### src/rtl/opctrl_param.sv
// rtl/opctrl_param.sv - parametrised even/odd output-port controller with per-polarity flit FIFOs
//
// Purpose:
//   Sits between the output arbiter and the link register of one router output port.
//   Each cycle it does two things:
//     * Write side: captures the one-hot-granted input flit into FIFO[polarity] and
//       returns a one-hot clear pulse to the winning input buffer.
//     * Read side: drains FIFO[~polarity] to the next hop.
//   Because the write and read sides always use different FIFOs, a push and a pop can
//   both happen in one cycle without ever touching the same FIFO.
//
// Parameters:
//   DATA_W  flit width in bits
//   NUM_IN  number of input channels (bit 0 = PE, then S, N, E, W)
//   DEPTH   entries per polarity FIFO, >=1 (non power of two allowed)
//
// Ports:
//   clk             clock
//   reset           synchronous, active-high
//   polarity        0 = even cycle, 1 = odd cycle
//   grant           one-hot grant from the arbiter (0 = idle)
//   data_in         flattened inputs, slice i = [i*DATA_W +: DATA_W]
//   receive_output  next hop can accept a flit this cycle
//   data_out        registered output flit
//   send_output     registered, data_out valid this cycle
//   accept          comb, FIFO[polarity] not full
//   clear           comb, one-hot clear to the granted input
//   grant_err       registered, one-cycle pulse on a non-one-hot grant
//   cnt_even        occupancy of the even FIFO
//   cnt_odd         occupancy of the odd FIFO

module opctrl_param #(
    parameter int DATA_W = 64,
    parameter int NUM_IN = 5,
    parameter int DEPTH  = 2
) (
    input  logic                         clk,
    input  logic                         reset,
    input  logic                         polarity,
    input  logic [NUM_IN-1:0]            grant,
    input  logic [NUM_IN*DATA_W-1:0]     data_in,
    input  logic                         receive_output,
    output logic [DATA_W-1:0]            data_out,
    output logic                         send_output,
    output logic                         accept,
    output logic [NUM_IN-1:0]            clear,
    output logic                         grant_err,
    output logic [$clog2(DEPTH+1)-1:0]   cnt_even,
    output logic [$clog2(DEPTH+1)-1:0]   cnt_odd
);

    localparam int CNT_W = $clog2(DEPTH + 1);
    localparam int PTR_W = (DEPTH > 1) ? $clog2(DEPTH) : 1;
    localparam int IDX_W = (NUM_IN > 1) ? $clog2(NUM_IN) : 1;

    // Storage and per-FIFO state; index 0 = even FIFO, index 1 = odd FIFO.
    logic [DATA_W-1:0] mem_q    [2][DEPTH];
    logic [PTR_W-1:0]  wr_ptr_q [2];
    logic [PTR_W-1:0]  rd_ptr_q [2];
    logic [CNT_W-1:0]  cnt_q    [2];

    logic [DATA_W-1:0] data_out_q, data_out_d;
    logic              send_q, send_d;
    logic              grant_err_q, grant_err_d;

    logic              wr_sel;
    logic              rd_sel;
    logic              grant_ok;
    logic              grant_bad;
    logic [IDX_W-1:0]  grant_idx;
    logic [DATA_W-1:0] push_data;
    logic              push;
    logic              pop;

    // Pointer advance with explicit wrap so non power-of-two depths work.
    function automatic logic [PTR_W-1:0] ptr_inc(input logic [PTR_W-1:0] p);
        if (p == PTR_W'(DEPTH - 1)) begin
            return '0;
        end
        return p + PTR_W'(1);
    endfunction

    assign wr_sel = polarity;
    assign rd_sel = ~polarity;

    // Exactly one bit set: nonzero and clearing the lowest set bit leaves nothing.
    assign grant_ok  = (grant != '0) && ((grant & (grant - NUM_IN'(1))) == '0);
    assign grant_bad = (grant != '0) && !grant_ok;

    // Binary index of the granted input; only meaningful when grant_ok.
    always_comb begin
        grant_idx = '0;
        for (int i = 0; i < NUM_IN; i++) begin
            if (grant[i]) begin
                grant_idx = IDX_W'(i);
            end
        end
    end

    assign push_data = data_in[grant_idx*DATA_W +: DATA_W];

    // A full write FIFO ignores the grant silently; the arbiter holds or retries.
    assign accept = (cnt_q[wr_sel] != CNT_W'(DEPTH));
    assign clear  = (accept && grant_ok && !reset) ? grant : '0;
    assign push   = (clear != '0);
    assign pop    = receive_output && (cnt_q[rd_sel] != '0);

    // Next state of the registered outputs; data_out holds when nothing is sent.
    always_comb begin
        data_out_d  = data_out_q;
        send_d      = 1'b0;
        grant_err_d = grant_bad;
        if (pop) begin
            data_out_d = mem_q[rd_sel][rd_ptr_q[rd_sel]];
            send_d     = 1'b1;
        end
    end

    // Flit storage is not reset; push is already forced low while reset is high.
    always_ff @(posedge clk) begin
        if (push) begin
            mem_q[wr_sel][wr_ptr_q[wr_sel]] <= push_data;
        end
    end

    always_ff @(posedge clk) begin
        if (reset) begin
            for (int f = 0; f < 2; f++) begin
                wr_ptr_q[f] <= '0;
                rd_ptr_q[f] <= '0;
                cnt_q[f]    <= '0;
            end
            data_out_q  <= '0;
            send_q      <= 1'b0;
            grant_err_q <= 1'b0;
        end else begin
            // wr_sel != rd_sel, so these two updates never target the same FIFO.
            if (push) begin
                wr_ptr_q[wr_sel] <= ptr_inc(wr_ptr_q[wr_sel]);
                cnt_q[wr_sel]    <= cnt_q[wr_sel] + CNT_W'(1);
            end
            if (pop) begin
                rd_ptr_q[rd_sel] <= ptr_inc(rd_ptr_q[rd_sel]);
                cnt_q[rd_sel]    <= cnt_q[rd_sel] - CNT_W'(1);
            end
            data_out_q  <= data_out_d;
            send_q      <= send_d;
            grant_err_q <= grant_err_d;
        end
    end

    assign data_out    = data_out_q;
    assign send_output = send_q;
    assign grant_err   = grant_err_q;
    assign cnt_even    = cnt_q[0];
    assign cnt_odd     = cnt_q[1];

endmodule
### config.mk
export PLATFORM = sky130hd
export DESIGN_NAME = opctrl_param
export DESIGN_NICKNAME = d
export VERILOG_FILES = /design/src/rtl/opctrl_param.sv
export SDC_FILE = /design/constraint.sdc
export NUM_CORES = 1
export LEC_CHECK = 0
export BUFFER_PORTS_ARGS = -buffer_cell sky130_fd_sc_hd__buf_2
export CAP_MARGIN = 20
export CORE_ASPECT_RATIO = 0.8
export CORE_MARGIN = 8
export CORE_UTILIZATION = 57
export CTS_CLUSTER_DIAMETER = 100
export CTS_CLUSTER_SIZE = 16
export DETAILED_ROUTE_END_ITERATION = 12
export PLACE_DENSITY = 0.85
export SYNTH_ARGS = -nofsm -noshare
export SYNTH_HDL_FRONTEND = slang
export SYNTH_SLANG_ARGS = --single-unit
export TNS_END_PERCENT = 5
### constraint.sdc
create_clock -name clk -period 11.2 [get_ports clk]
set_clock_uncertainty 0.1 [all_clocks]
set_input_delay 1.12 -clock clk [delete_from_list [all_inputs] [get_ports clk]]
set_output_delay 1.12 -clock clk [all_outputs]
set_load 0.03 [all_outputs]
==> flow_metrics.tcl, run 1 <==
set metrics [dict create \
    status "completed" \
    ys_warn_count 0 \
    timing.final.crit_share 0.410 \
    internal_power_mw 1.96 \
    syn_nets 1469 \
    core_um2 26300 \
    placementRows 53 \
    yosysMostFrequentCell "edfxtp_1" \
    path_buf_inv 3 \
    grt_start_max_net_pins 94 \
    synth_top_family_by_area "compound AO/OA/AOI/OAI gates" \
    drive_gt1_frac 0.386 \
    antenna_found_initial 8 \
    postCtsHoldBufs 0 \
    synth.distinct_cells 42 \
    power_mw 2.62 \
    vias 11400 \
    cts_root_buffer "clkbuf_16" \
    n_fill_cell 1892 \
    ir_drop_uv 143 \
    post_drt_via_cell_ratio 6.11 \
    p_clk_frac 0.312 \
    synthXorXnorAreaFrac 0.000577 \
    maxCapViolations 0 \
    cp-start-kind "input port" \
    cp_data_required_time_ns 9.98 \
    finalSetupViolations 0 \
    grt_pass1_wl_um 68400 \
    postSynthAreaPerCell_um2 13.3 \
    cts_sinks 330 \
    p_seq_frac 0.528 \
    synth-seq-area-share 0.609 \
    crit_top_cell "buf_2" \
    firstDrtPassIters 8 \
    cpPeakStageDelay_ns 0.68 \
    hold_end "data_out[15]$_SDFFE_PP0P_" \
    comb_power_share 0.160 \
    critical_path_class "in2out" \
    cpMaxStageDelayCell "buf_4" \
    r2r-start "cnt_q[0][1]$_DFFE_PP_" \
    clk_pin_slew_ns 0.07 \
    fin_crit_ns 4.60 \
    drc 0 \
    p_switching_uw 668 \
    postCtsSetupBuffers 0 \
    pre_cts_ws_ns 6.30 \
    synthSimpleGateAreaFrac 0.0460 \
    hold_viol 0 \
    postCtsResizedCells 0 \
    min_from "data_out[15]$_SDFFE_PP0P_" \
    rsz0062_at_grt "no" \
    synth.cell_area_um2 15200 \
    multi_input_area_um2 5520 \
    max_slew_margin 0.274 \
    synth_compound_area_frac 0.169 \
    cp-end-kind "primary output" \
    r2r_setup_slack_ns 7.83 \
    drt-total-wl_um 46100 \
    die_w_um 199 \
    final_util 0.690 \
    cp_max_fo 69 \
    synth_edf_count 264 \
    fin_setup_tns_ns 0 \
    r2r-end "mem_q[1][84]$_DFFE_PP_" \
    place_congestion 0.886 \
    cts_tree "yes" \
    tightest_slew_ns 1.09 \
    slew_viol_final 0 \
    p_per_area_nw_per_um2 145 \
    ant_nets 0 \
    switching_share 0.255 \
    io_buffers 404 \
    synthAdderAreaFrac 0.00231 \
    synthFlopType "edfxtp_1" \
    cp-startpoint "grant[3]" \
    cts_inserted_buffers 24 \
    syn2layout_area_growth_pct 19.3 \
    critPathArrivalTime_ns 3.38 \
    yosys-top-cells-area "edfxtp_1 52%, mux2_2 9.3%, dfxtp_1 8.7%" \
    initial_core_util 0.578 \
    holdWs_ns 0.350 \
    die_h_um 162 \
    netlist.area_leader.share 0.522 \
    htree_num_levels 1 \
    synth_commonest_cells "264 x edfxtp_1, 135 x nand2_1, 125 x mux2_2" \
    hold_class "reg2reg" \
    overflow 0 \
    ys_ff_latch 330 \
    nets 1820 \
    dieArea_um2 32200 \
    cp_top_family "buffers and inverters" \
    fmax_mhz 218 \
    clk_path_buf_depth 3 \
    clk_latency_ns 0.54 \
    finalWorstSetupSlack_ns 6.60 \
    hold_path_depth 2 \
    synth_top_area_cell "edfxtp_1" \
    leakage_nw 7.01 \
    async_flop_share 0 \
    synth_mux_area_frac 0.142 \
    r2r.worst_path.cells 8 \
    grt_use_total 0.276 \
    regArea_um2 9250 \
    first_iter_violations 1276 \
    routedWlPerCell_um 24.7 \
    syn_inst 1138 \
    crit_chain "buf_2 > buf_4 > nor2_1 > a22o_1 > or2_1 > and3_1 > buf_2" \
    grt_pass1_vias 11700 \
    hpwlAfterDp_um 31300 \
    pin_count 405 \
]
[logic make-up (layout without fill, tap and decap cells)]
family	Yosys count	in the layout
AO/OA/AOI/OAI	336	336
multiplexers	199	199
adder cells (fa/ha/maj)	3	3
AND/OR/NAND/NOR	170	170
other	0	5
XOR/XNOR	1	1
flip-flops	330	330
buffers and inverters	99	468
[final cells by class]
type,instances,area share
multi-input combinational,709,0.305
clock buffer,43,0.0382
sequential,330,0.510
timing repair buffer,420,0.120
inverter,4,0.000828
antenna,5,0.000690
tap,357,0.0246
clock inverter,1,0.000483
[worst max path at each step]
stage	endpoint	slack, ns	depth (start not counted)
after floorplan	mem_q[1][100]$_DFFE_PP_	5.41	8
after global placement	mem_q[1][122]$_DFFE_PP_	6.32	6
after detailed placement	mem_q[1][122]$_DFFE_PP_	6.30	6
after CTS	clear[0]	6.64	7
after global routing	clear[0]	6.51	7
final	clear[1]	6.60	7
[layer usage]
layer / wire [µm] / track usage / vias to the layer above
met3: 4210 / 0.0598 / 71
met5: 27 / 0 / -
li1: - / - / 5134
met4: 1040 / 0.0801 / 4
met1: 18100 / 0.358 / 5567
met2: 22800 / 0.463 / 646
[per-stage QoR]
| stage | instances | instance area, µm² |
|---|---|---|
| 6_report | 1869 | 18100 |
| 5_1_grt | 1869 | 18100 |
| 4_1_cts | 1862 | 18100 |
| 3_5_place_dp | 1818 | 17400 |
| 3_3_place_gp | 1818 | 17400 |
| 2_1_floorplan | 1138 | 15200 |
[flip-flops by register name (all words and copies together) (netlist names)]
name         count
rd_ptr_q         2
data_out        64
wr_ptr_q         2
send_output      1
grant_err        1
cnt_q            4
mem_q          256
[worst min-delay path: stages (launching register included)]
cell	delay, ns
dfxtp_1	0.31
nand2_1	0.05
a21oi_1	0.05
[cells in the final DEF, fill, tap and decap left out, drive strengths merged, types with 4 or more instances in the layout]
master	count
edfxtp	264
a21oi	67
dfxtp	66
buf	420
inv	4
clkbuf	43
mux2	126
nand2b	6
nand2	135
nor2	13
diode	5
mux2i	73
a221o	61
o21ba	61
and3	4
o211ai	64
o21ai	12
o22ai	61
[power by group through the flow]
stage	registers, mW	clock network [mW]	logic, mW
after floorplan	1.45	0	0.220
after global placement	1.41	0	0.405
after detailed placement	1.41	0	0.414
after CTS	1.39	0.827	0.416
after global routing	1.39	0.874	0.446
final	1.39	0.819	0.419
(Power assumes the default switching activity.)
==> run 2, diff against run 1 <==
--- a/config.mk
+++ b/config.mk
@@ -5,15 +5,16 @@
 export SDC_FILE = /design/constraint.sdc
 export NUM_CORES = 1
 export LEC_CHECK = 0
+export ABC_AREA = 1
 export BUFFER_PORTS_ARGS = -buffer_cell sky130_fd_sc_hd__buf_2
 export CAP_MARGIN = 20
 export CORE_ASPECT_RATIO = 0.8
 export CORE_MARGIN = 8
-export CORE_UTILIZATION = 57
+export CORE_UTILIZATION = 54
 export CTS_CLUSTER_DIAMETER = 100
 export CTS_CLUSTER_SIZE = 16
 export DETAILED_ROUTE_END_ITERATION = 12
-export PLACE_DENSITY = 0.85
+export PLACE_DENSITY = 0.8
 export SYNTH_ARGS = -nofsm -noshare
 export SYNTH_HDL_FRONTEND = slang
 export SYNTH_SLANG_ARGS = --single-unit
==> constraint.sdc (replaced) <==
create_clock -name clk -period 4.3 [get_ports clk]
set_clock_uncertainty 0.1 [all_clocks]
set_input_delay 0.43 -clock clk [delete_from_list [all_inputs] [get_ports clk]]
set_output_delay 0.43 -clock clk [all_outputs]
set_load 0.03 [all_outputs]
==> flow_metrics.tcl, run 2 <==
set metrics [dict create \
    status "completed" \
    hold_path_depth 3 \
    placed_area_um2 19300 \
    postCtsResizedCells 0 \
    hpwlAfterDp_um 40900 \
    core_um2 31200 \
    grt_pass1_wl_um 84800 \
    grt_use_total 0.286 \
    yosysMostFrequentCell "nand2_1" \
    dieArea_um2 37400 \
    postCtsHoldBufs 0 \
    async_flop_share 0 \
    n_fill_cell 2701 \
    min_from "data_in[259]" \
    final_area_um2 20000 \
    first_iter_violations 1411 \
    postSynthAreaPerCell_um2 7.70 \
    r2r.worst_path.cells 10 \
    final_util 0.642 \
    finalWorstSetupSlack_ns 1.32 \
    ir_drop_uv 279 \
    cpPeakStageDelay_ns 0.36 \
    stdcell_count 2985 \
    drive_gt1_frac 0.186 \
    syn_inst 2206 \
    critical_path_class "reg2out" \
    r2r-end "mem_q[0][86]$_DFFE_PP_" \
    synth.distinct_cells 23 \
    fin_crit_ns 2.98 \
    postCtsSetupBuffers 0 \
    hold_end "mem_q[1][67]$_DFFE_PP_" \
    nets 2871 \
    syn2layout_area_growth_pct 17.9 \
    synth_top_area_cell "edfxtp_1" \
    crit_top_cell "inv_1" \
    post_drt_via_cell_ratio 5.20 \
    syn_nets 2537 \
    drc 0 \
    initial_core_util 0.544 \
    routedWlPerCell_um 18.6 \
    dp.cells 2934 \
    synth_commonest_cells "793 x nand2_1, 397 x inv_1, 264 x edfxtp_1" \
    cp-end-kind "primary output" \
    die_h_um 175 \
    synthFlopType "edfxtp_1" \
    clk_latency_ns 0.54 \
    critPathArrivalTime_ns 2.45 \
    max_slew_margin 0.314 \
    layout_commonest_cell "nand2_1" \
    fmax_mhz 335 \
    place_congestion 0.957 \
    rsz0062_at_grt "no" \
    timing.final.crit_share 0.694 \
    cts_tree "yes" \
    cp_top_family "buffers and inverters" \
    ys_warn_count 0 \
    largest_reg_flops 256 \
    cp_data_required_time_ns 3.77 \
    pin_count 405 \
    final_cell_mix "793 x nand2_1, 403 x buf_2, 397 x inv_1, 264 x edfxtp_1, 142 x nand3_1" \
    crit_chain "inv_1 > nand2_1 > o21ai_0 > ha_1 > inv_1 > nand3_1 > nor2_2 > inv_1 > nor2_1 > buf_2" \
    io_buffers 404 \
    cts_inserted_buffers 24 \
    drt-total-wl_um 55600 \
    vias 15500 \
    power_mw 7.03 \
    overflow 0 \
    cp-start-kind "register" \
    yosys-top-cells-area "edfxtp_1 47%, nand2_1 18%, inv_1 8.8%" \
    clk_pin_slew_ns 0.07 \
    leakage_nw 10.8 \
    hold_class "in2reg" \
    die_w_um 214 \
    cts_sinks 330 \
    antenna_found_initial 11 \
    r2r_setup_slack_ns 1.54 \
    ys_ff_latch 330 \
    pre_cts_ws_ns 1.15 \
    path_buf_inv 4 \
    synth-seq-area-share 0.545 \
    netlist.area_leader.share 0.467 \
    finalSetupViolations 0 \
    tightest_slew_ns 1.03 \
    cpMaxStageDelayCell "edfxtp_1" \
    grt_pass1_vias 14900 \
    cp-startpoint "cnt_q[0][0]$_DFFE_PP_" \
    htree_num_levels 1 \
    placementRows 58 \
    cts_root_buffer "clkbuf_16" \
    p_per_area_nw_per_um2 351 \
    grt_start_max_net_pins 132 \
    synth_edf_count 264 \
    r2r-start "cnt_q[0][0]$_DFFE_PP_" \
    synth.cell_area_um2 17000 \
    cp_max_fo 8 \
    slew_viol_final 0 \
    clk_path_buf_depth 3 \
    firstDrtPassIters 5 \
    hold_viol 0 \
    ant_nets 0 \
    maxCapViolations 0 \
]
run 2: changes by cell type in the layout (fill, tap and decap cells not counted), moves of 97 or more:
cell and change:
inv_1 +394, mux2_2 -125, nand2_1 +658, nand3_1 +142
nor2_1 +128, o21ai_0 +97
run 2: through the flow:
stage	TNS (ns)	hold WS (ns)
floorplan	-179.61	0.438
detailed placement	0	0.454
global placement	0	0.444
finish	0	0.183
global route	0	0.178
CTS	0	0.156
run 2: cell type report:
| class | count | area, µm² | area share |
|---|---|---|---|
| clock inverters | 1 | 8.76 | 0.000437 |
| repair buffers | 433 | 2340 | 0.117 |
| well taps | 420 | 526 | 0.0262 |
| flip-flops and latches | 330 | 9250 | 0.462 |
| multi-input cells | 1349 | 5680 | 0.283 |
| diodes | 7 | 17.5 | 0.000875 |
| clock buffers | 43 | 693 | 0.0346 |
| inverters | 402 | 1510 | 0.0756 |
run 2: tightest hold or removal path: cells and delay by family:
| kind | cells | cell delay [ns] |
|---|---|---|
| buf+inv | 1 | 0.08 |
| simple gates | 2 | 0.17 |
run 2: cell families after synthesis:
| group | after synthesis | share of synthesized area |
|---|---|---|
| compound gates | 260 | 0.0768 |
| simple gates | 1087 | 0.252 |
| fa+ha+maj | 2 | 0.00147 |
| flops | 330 | 0.545 |
| buf+inv | 527 | 0.125 |
run 2: power breakdown:
group / switching (mW) / leakage (nW) / internal (mW) / total [mW]
sequential: 0.0522 / 2.95 / 3.57 / 3.63
combinational: 0.886 / 7.48 / 0.395 / 1.28
clock: 1.03 / 0.333 / 1.09 / 2.12
run 2: worst max-delay path by stage:
stage                              end  cells after the start
2_1_floorplan  mem_q[1][100]$_DFFE_PP_                     10
3_3_place_gp    mem_q[0][92]$_DFFE_PP_                     11
3_5_place_dp    mem_q[0][72]$_DFFE_PP_                     11
4_1_cts                       clear[2]                     10
5_1_grt                       clear[2]                     10
6_report                      clear[2]                     10
run 2: routing by layer:
layer  GRT usage  vias up  wire length [µm]  share of wire
met5           0        -                41        0.00074
met4      0.0873        6              1600          0.029
met3      0.0482       94              4990          0.090
met2       0.474      736             26300           0.47
met1       0.383     7207             22700           0.41
li1            -     7485                 -              -
==> run 3, diff against run 2 <==
--- a/config.mk
+++ b/config.mk
@@ -10,11 +10,11 @@
 export CAP_MARGIN = 20
 export CORE_ASPECT_RATIO = 0.8
 export CORE_MARGIN = 8
-export CORE_UTILIZATION = 54
+export CORE_UTILIZATION = 49
 export CTS_CLUSTER_DIAMETER = 100
 export CTS_CLUSTER_SIZE = 16
 export DETAILED_ROUTE_END_ITERATION = 12
-export PLACE_DENSITY = 0.8
+export PLACE_DENSITY = 0.77
 export SYNTH_ARGS = -nofsm -noshare
 export SYNTH_HDL_FRONTEND = slang
 export SYNTH_SLANG_ARGS = --single-unit
==> constraint.sdc (replaced) <==
create_clock -name clk -period 2.6 [get_ports clk]
set_clock_uncertainty 0.1 [all_clocks]
set_input_delay 0.26 -clock clk [delete_from_list [all_inputs] [get_ports clk]]
set_output_delay 0.26 -clock clk [all_outputs]
set_load 0.03 [all_outputs]
==> flow_metrics.tcl, run 3 (same netlist as run 2, synthesis figures left out) <==
set metrics [dict create \
    status "completed" \
    cpMaxStageDelayCell "edfxtp_1" \
    r2r_setup_slack_ns 0.36 \
    drc 0 \
    n_fill_cell 3103 \
    tightest_slew_ns 0.902 \
    drt-total-wl_um 59300 \
    post_drt_via_cell_ratio 5.13 \
    grt_use_total 0.282 \
    dieArea_um2 40900 \
    path_buf_inv 3 \
    first_iter_violations 1705 \
    cp_top_family "simple AND/OR/NAND/NOR gates" \
    placementRows 61 \
    hold_class "in2reg" \
    multi_input_area_um2 5700 \
    fmax_mhz 413 \
    grt_start_max_net_pins 97 \
    cts_tree "yes" \
    layout_commonest_cell "nand2_1" \
    hpwlAfterDp_um 43700 \
    initial_core_util 0.493 \
    finalSetupViolations 0 \
    cp-start-kind "register" \
    crit_cells 9 \
    ant_nets 0 \
    clk_latency_ns 0.53 \
    timing.final.crit_share 0.931 \
    largest_reg_flops 256 \
    holdWs_ns 0.0168 \
    placed_area_um2 19700 \
    antenna_found_initial 7 \
    place_congestion 0.955 \
    pre_cts_ws_ns -0.139 \
    finalWorstSetupSlack_ns 0.181 \
    hold_viol 0 \
    crit_chain "nand2_1 > o21ai_1 > ha_2 > inv_4 > nand3_2 > nor2_4 > inv_2 > nor2_1 > buf_2" \
    htree_num_levels 1 \
    p_per_area_nw_per_um2 572 \
    maxCapViolations 0 \
    core_um2 34400 \
    leakage_nw 11.0 \
    clk_path_buf_depth 3 \
    grt_pass1_wl_um 89600 \
    pin_count 405 \
    final_area_um2 20500 \
    rsz0062_at_grt "no" \
    final_cell_mix "791 x nand2_1, 402 x buf_2, 395 x inv_1, 264 x edfxtp_1, 141 x nand3_1" \
    die_h_um 183 \
    critPathArrivalTime_ns 2.06 \
    cp_data_required_time_ns 2.24 \
    overflow 0 \
    syn2layout_area_growth_pct 20.8 \
    fin_crit_ns 2.42 \
    clk_pin_slew_ns 0.07 \
    cts_inserted_buffers 24 \
    die_w_um 224 \
    nets 2905 \
    drive_gt1_frac 0.194 \
    routedWlPerCell_um 19.3 \
    critical_path_class "reg2out" \
    vias 15700 \
    hold_path_depth 3 \
    cts_root_buffer "clkbuf_16" \
    cp_max_fo 6 \
    fin_setup_tns_ns 0 \
    max_slew_margin 0.399 \
    cp-end-kind "primary output" \
    power_mw 11.7 \
    cpPeakStageDelay_ns 0.41 \
    io_buffers 404 \
    postCtsResizedCells 0 \
    firstDrtPassIters 6 \
    r2r.worst_path.cells 7 \
    regArea_um2 9250 \
    slew_viol_final 0 \
    cts_sinks 330 \
    ir_drop_uv 602 \
    grt_pass1_vias 15100 \
]
[run 3: changes by cell type in the layout (fill, tap and decap cells not counted), sizes merged]
cell / before / now
diode: 7 / 5
buf: 433 / 455
dlygate4sd3: 0 / 12
[run 3: tightest hold or removal path: stages]
cell and delay, ns:
buf_2 0.09, nand2_1 0.05, nand2_1 0.12
[run 3: per-stage QoR]
step           utilization  cells
2_1_floorplan            -   2206
3_3_place_gp         0.570   3004
3_5_place_dp         0.571   3005
4_1_cts              0.595   3061
5_1_grt              0.596   3066
6_report             0.596   3069
[run 3: timing repair]
action,in CTS,in global routing
hold endpoints to repair,40,0
endpoints found under the setup margin,0,4
setup buffers,0,3
hold buffers,12,0
[run 3: power by group]
| part | internal [mW] | total [mW] | switching [mW] | leakage, nW |
|---|---|---|---|---|
| clock | 1.81 | 3.51 | 1.70 | 0.333 |
| sequential | 5.91 | 5.99 | 0.0797 | 2.95 |
| combinational | 0.716 | 2.23 | 1.52 | 7.68 |
| total | 8.43 | 11.7 | 3.30 | 11.0 |
[run 3: per-layer routing]
layer	GRT usage	vias up	routed length (µm)
met2	0.457	779	27700
met1	0.388	7313	24600
met5	0	-	13
met3	0.0513	82	5390
met4	0.0697	2	1580
li1	-	7561	-
[run 3: final timing paths]
kind,start,endpoint
max,cnt_q[1][1]$_DFFE_PP_,clear[1]
min,data_in[269],mem_q[0][13]$_DFFE_PP_
max reg2reg,cnt_q[1][0]$_DFFE_PP_,data_out[17]$_SDFFE_PP0P_
min reg2reg,data_out[38]$_SDFFE_PP0P_,data_out[38]$_SDFFE_PP0P_
[run 3: area by class of cell]
cell class,instances,share of cell area
clock buffer,43,0.0338
antenna,5,0.000610
multi-input combinational,1349,0.278
timing repair buffer,467,0.134
clock inverter,1,0.000427
inverter,402,0.0739
sequential,330,0.451
tap,472,0.0288
